<file path="src/rtl/uart_rx_ctrl.sv">
// uart_rx_ctrl: sequences the UART receive datapath, validates each frame and keeps sticky error flags
module uart_rx_ctrl #(
    parameter int TIMEOUT = 60000,
    parameter int TO_W = 16
) (
    input  logic       clk,
    input  logic       rst,
    input  logic       busy,
    input  logic       shift,
    input  logic [3:0] bit_cnt,
    input  logic       rx_sync,
    input  logic       ready,
    input  logic       rd_ack,
    input  logic       clr_err,
    output logic       start,
    output logic       receiving,
    output logic       clr_busy,
    output logic       set_ready,
    output logic       clr_ready,
    output logic       frame_err,
    output logic       overrun,
    output logic [2:0] state
);
    typedef enum logic [2:0] {
        IDLE   = 3'd0,
        START  = 3'd1,
        RECV   = 3'd2,
        DONE   = 3'd3,
        ABORT  = 3'd4,
        GLITCH = 3'd5
    } state_t;
    state_t cur, nxt;
    logic [TO_W-1:0] to_cnt;
    logic stop_bit;
    logic set_fe, set_ov;
    always_ff @(posedge clk) begin
        if (rst) begin
            cur <= IDLE;
            to_cnt <= '0;
            stop_bit <= 1'b0;
            frame_err <= 1'b0;
            overrun <= 1'b0;
        end else begin
            cur <= nxt;
            to_cnt <= (cur == START) ? '0 : (cur == RECV) ? to_cnt + 1'b1 : to_cnt;
            if (cur == RECV && shift && bit_cnt == 4'd9)
                stop_bit <= rx_sync;
            frame_err <= set_fe | (frame_err & ~clr_err);
            overrun <= set_ov | (overrun & ~clr_err);
        end
    end
    always_comb begin
        nxt = IDLE;
        case (cur)
            IDLE:  nxt = busy ? START : IDLE;
            START: nxt = RECV;
            RECV: begin
                nxt = RECV;
                if (shift && bit_cnt == 4'd0 && rx_sync)
                    nxt = GLITCH;
                else if (shift && bit_cnt == 4'd9)
                    nxt = RECV;
                else if (bit_cnt == 4'd10)
                    nxt = DONE;
                else if (to_cnt == TO_W'(TIMEOUT - 1))
                    nxt = ABORT;
            end
            default: nxt = IDLE;
        endcase
    end
    assign start     = cur == START;
    assign receiving = cur == RECV;
    assign clr_busy  = cur == DONE || cur == ABORT || cur == GLITCH;
    assign set_ready = cur == DONE && stop_bit;
    // a same-cycle ack retires the old byte; suppressing clr_ready keeps the new byte's ready
    assign clr_ready = rd_ack & ~set_ready;
    assign set_fe    = (cur == DONE && !stop_bit) || cur == ABORT;
    assign set_ov    = set_ready & ready & ~rd_ack;
    assign state     = cur;
endmodule

</file>
<file path="config.mk">
export PLATFORM = sky130hd
export DESIGN_NAME = uart_rx_ctrl
export DESIGN_NICKNAME = d
export VERILOG_FILES = /design/src/rtl/uart_rx_ctrl.sv
export SDC_FILE = /design/constraint.sdc
export NUM_CORES = 1
export LEC_CHECK = 0
export ABC_AREA = 1
export BUFFER_PORTS_ARGS = -buffer_cell sky130_fd_sc_hd__buf_2
export CORE_ASPECT_RATIO = 1.25
export CORE_MARGIN = 5
export CORE_UTILIZATION = 45
export CTS_BUF_LIST = sky130_fd_sc_hd__clkbuf_8
export CTS_CLUSTER_DIAMETER = 120
export DETAILED_ROUTE_END_ITERATION = 8
export HOLD_SLACK_MARGIN = 0.06
export PLACE_DENSITY_LB_ADDON = 0.1
export SLEW_MARGIN = 20
export SYNTH_ARGS = -nofsm -noshare
export SYNTH_HDL_FRONTEND = slang
export SYNTH_SLANG_ARGS = --single-unit
</file>
<file path="constraint.sdc">
create_clock -name clk -period 2 [get_ports clk]
set_clock_uncertainty 0.1 [all_clocks]
set_input_delay 0.1 -clock clk [delete_from_list [all_inputs] [get_ports clk]]
set_output_delay 0.1 -clock clk [all_outputs]
set_load 0.03 [all_outputs]
</file>
==> metrics.txt <==
# TYPE chip_impl_metric gauge
chip_impl_info{name="status",value="finished clean"} 1
chip_impl_metric{name="antenna_violations_before_repair",unit=""} 0
chip_impl_metric{name="pwr_density_cell",unit="nW/um^2"} 595.7
chip_impl_metric{name="switching_power",unit="mW"} 0.2181
chip_impl_metric{name="globalRoute.totalOverflow",unit=""} 0
chip_impl_metric{name="power_frac_clock",unit=""} 0.329
chip_impl_metric{name="synth.yosys.seq_area_share",unit=""} 0.3773
chip_impl_metric{name="max_ir_drop_vdd",unit="uV"} 356.4
chip_impl_info{name="yosys.area.top_type",value="dfxtp_1"} 1
chip_impl_metric{name="mappedNetlistNets",unit=""} 192
chip_impl_metric{name="clk_path_buf_depth",unit=""} 2
chip_impl_metric{name="drc",unit=""} 0
chip_impl_info{name="synth.most_common_cell",value="nand2_1"} 1
chip_impl_metric{name="synth_area",unit="sq um"} 1167
chip_impl_metric{name="global_route.usage.total",unit=""} 0.1678
chip_impl_info{name="synth_top_flop_cell",value="dfxtp_1"} 1
chip_impl_metric{name="worst_setup_hold_path_clk_slew",unit="ns"} 0.08
chip_impl_metric{name="grt_max_degree",unit=""} 12
chip_impl_metric{name="final_nets",unit=""} 222
chip_impl_metric{name="num_vias",unit=""} 1208
chip_impl_info{name="critical_path.endpoint_type",value="flip-flop"} 1
chip_impl_metric{name="internal-power",unit="mW"} 0.6130
chip_impl_metric{name="final_max_slew_viol_count",unit=""} 0
chip_impl_metric{name="drt_iter0_drc",unit=""} 40
chip_impl_info{name="ys_top_cells_by_area",value="dfxtp_1, nand2_1, nor2_1"} 1
chip_impl_metric{name="number_of_warnings_issued_by_yosys",unit=""} 0
chip_impl_metric{name="die_height",unit="um"} 66.95
chip_impl_metric{name="via_density_per_instance",unit=""} 5.033
chip_impl_metric{name="first_global_vias",unit=""} 1225
chip_impl_info{name="criticalPathCategory",value="reg2reg"} 1
chip_impl_metric{name="netlist_instances",unit=""} 179
chip_impl_metric{name="relSlewSlack",unit=""} 0.8023
chip_impl_metric{name="power_switching_share",unit=""} 0.2624
chip_impl_metric{name="data_arrival_time_of_the_critical_path",unit="ns"} 1.78
chip_impl_metric{name="cts_buffers",unit=""} 3
chip_impl_metric{name="drive_above_1_share",unit=""} 0.1643
chip_impl_metric{name="tns",unit="ns"} 0
chip_impl_metric{name="ctsResizeCount",unit=""} 0
chip_impl_metric{name="dpl.hpwl",unit="um"} 2203
chip_impl_metric{name="totalWireLength",unit="um"} 2799
chip_impl_metric{name="first_pass_grt_wire_length",unit="um"} 5023
chip_impl_metric{name="max_clock_freq",unit="GHz"} 0.5951
chip_impl_metric{name="clock_sink_count",unit=""} 22
chip_impl_metric{name="num_io_pins",unit=""} 22
chip_impl_metric{name="row_count",unit=""} 20
chip_impl_info{name="cts_tree",value="done"} 1
chip_impl_metric{name="drv.max_cap_violation_count",unit=""} 0
chip_impl_metric{name="finalHoldViolCount",unit=""} 0
chip_impl_metric{name="htree_levels",unit=""} 1
chip_impl_metric{name="die_width",unit="um"} 55.56
chip_impl_metric{name="wire_per_inst",unit="um"} 11.66
chip_impl_metric{name="synthArstFlopShare",unit=""} 0
chip_impl_metric{name="worst_path_max_fanout",unit=""} 5
chip_impl_metric{name="gp_congestion",unit=""} 0.8075
chip_impl_metric{name="start_util",unit=""} 0.4760
chip_impl_metric{name="synth_edf_count",unit=""} 0
chip_impl_metric{name="drtPass1Iterations",unit=""} 4
chip_impl_metric{name="antenna_left",unit=""} 0
chip_impl_metric{name="clkLatencyLatePin",unit="ns"} 0.26
chip_impl_info{name="crit_path_start_kind",value="flip-flop"} 1
chip_impl_metric{name="report.final.setup_viol",unit=""} 0
chip_impl_metric{name="fp.dieArea",unit="sq um"} 3719
chip_impl_metric{name="synth_largest_type_area_fraction",unit=""} 0.3773
chip_impl_metric{name="reg2reg_slack",unit="ns"} 0.32
chip_impl_info{name="clock_tree.root_cell",value="clkbuf_8"} 1
chip_impl_metric{name="design.core.area",unit="sq um"} 2452
chip_impl_metric{name="period_share",unit=""} 0.8402
chip_impl_info{name="synth.top_cells.by_count",value="nand2_1, nor2_1, inv_1"} 1
chip_impl_metric{name="leakagePower",unit="nW"} 0.5807
chip_impl_metric{name="worst_ep_required_time",unit="ns"} 2.10
chip_impl_metric{name="ys_ff_latch",unit=""} 22
chip_impl_metric{name="buffer_ports.inserted",unit=""} 21
chip_impl_metric{name="share_seq_of_total_power",unit=""} 0.543
chip_impl_metric{name="period_needed",unit="ns"} 1.680
chip_impl_info{name="grt_setup_unrepaired",value="no"} 1
chip_impl_metric{name="post_synth.cell_area_avg",unit="sq um"} 6.522
chip_impl_metric{name="layout.core_utilization",unit=""} 0.5689
chip_impl_metric{name="tightestPinTransition",unit="ns"} 0.2954
chip_impl_metric{name="final_antenna_diode_count",unit=""} 0
chip_impl_metric{name="area.growth.synth_to_final",unit="%"} 19.51
chip_impl_metric{name="power_frac_comb",unit=""} 0.128
chip_impl_metric{name="synth_cell_types",unit=""} 24
chip_impl_info{name="worst_hold_path_type",value="in2reg"} 1
==> critical path: stages (launching register included) <==
cell           delay [ns]
dfxtp_1              0.37
inv_2                0.12
nand3_1              0.13
nor2_1               0.15
nand3b_1             0.09
a21oi_1              0.12
dlygate4sd3_1        0.55
==> routing by layer <==
layer  vias up  global-route usage  routed length (um)
li1        635                   -                   -
met1       541              0.1723                1169
met2        27              0.3062                1454
met3         5             0.04845                 134
met4         0             0.09119                  40
met5         -                   0                   0
==> cells in the final DEF, fill, tap and decap left out <==
master	synthesis	layout
buf_2	0	21
nand3_1	13	13
nor2_1	31	31
ha_1	1	1
nand4_1	2	2
o21ai_0	5	5
nor3b_1	1	1
a31oi_1	1	1
nand3_2	2	2
nand2_1	42	42
nand3b_1	2	2
nand2_2	1	1
xor2_1	1	1
nor4_1	1	1
a21oi_1	15	15
nor2_2	4	4
o2111ai_1	1	1
and3_1	1	1
inv_2	1	1
dlygate4sd3_1	0	4
a211oi_1	2	2
inv_1	24	24
dfxtp_1	22	22
nor3_1	4	4
nand4_2	1	1
clkbuf_8	0	3
nor2_4	1	1
==> sequential cells by signal, indices dropped and copies added (netlist names) <==
signal     flops
to_cnt        16
overrun        1
frame_err      1
state          3
stop_bit       1
==> stage by stage <==
step / hold slack (ns) / instance area, sq um / total power, mW / std cells / setup slack, ns
2_1_floorplan: 0.06907 / 1167 / 0.5274 / 179 / 0.3354
3_3_place_gp: 0.2400 / 1314 / 0.5614 / 233 / 0.4692
3_5_place_dp: 0.2492 / 1314 / 0.5638 / 233 / 0.4271
4_1_cts: 0.07369 / 1395 / 0.8379 / 240 / 0.3311
5_1_grt: 0.07779 / 1395 / 0.8728 / 240 / 0.1942
6_report: 0.06508 / 1395 / 0.8311 / 240 / 0.3196
==> area by class of cell <==
cell class	instances	area, sq um
Multi-Input combinational cell	132	633.1
Sequential cell	22	440.4
Clock buffer	3	41.29
Tap cell	33	41.29
Fill cell	270	1057
Timing Repair Buffer	25	145.1
Inverter	25	93.84
==> what timing repair did <==
item                                   CTS  global route
endpoints found under the hold margin    4             0
hold buffers                             4             0
setup buffers                            0             0
==> final timing paths <==
| check | to | cells past startpoint | from |
|---|---|---|---|
| setup / recovery | overrun | 6 | state[2] |
| hold / removal | state[0] | 3 | busy |
| setup reg to reg | overrun | 6 | state[2] |
| hold reg to reg | frame_err | 2 | frame_err |
==> kinds of logic after synthesis <==
family	after synthesis	share of synthesized area
buffers and inverters	25	0.08039
adders and majority gates	1	0.01072
xor gates and xnor gates	1	0.007504
and+or+nand+nor	106	0.4126
DFF	22	0.3773
AOI/OAI and AO/OA	24	0.1115
==> power groups by stage <==
stage	clock network (mW)	logic (mW)	registers [mW]
after floorplan	0	0.0574	0.470
after global placement	0	0.100	0.461
final	0.273	0.107	0.452
after global routing	0.300	0.120	0.453
after detailed placement	0	0.102	0.462
after CTS	0.280	0.107	0.451
No activity file was read; power rests on OpenSTA's default activity.
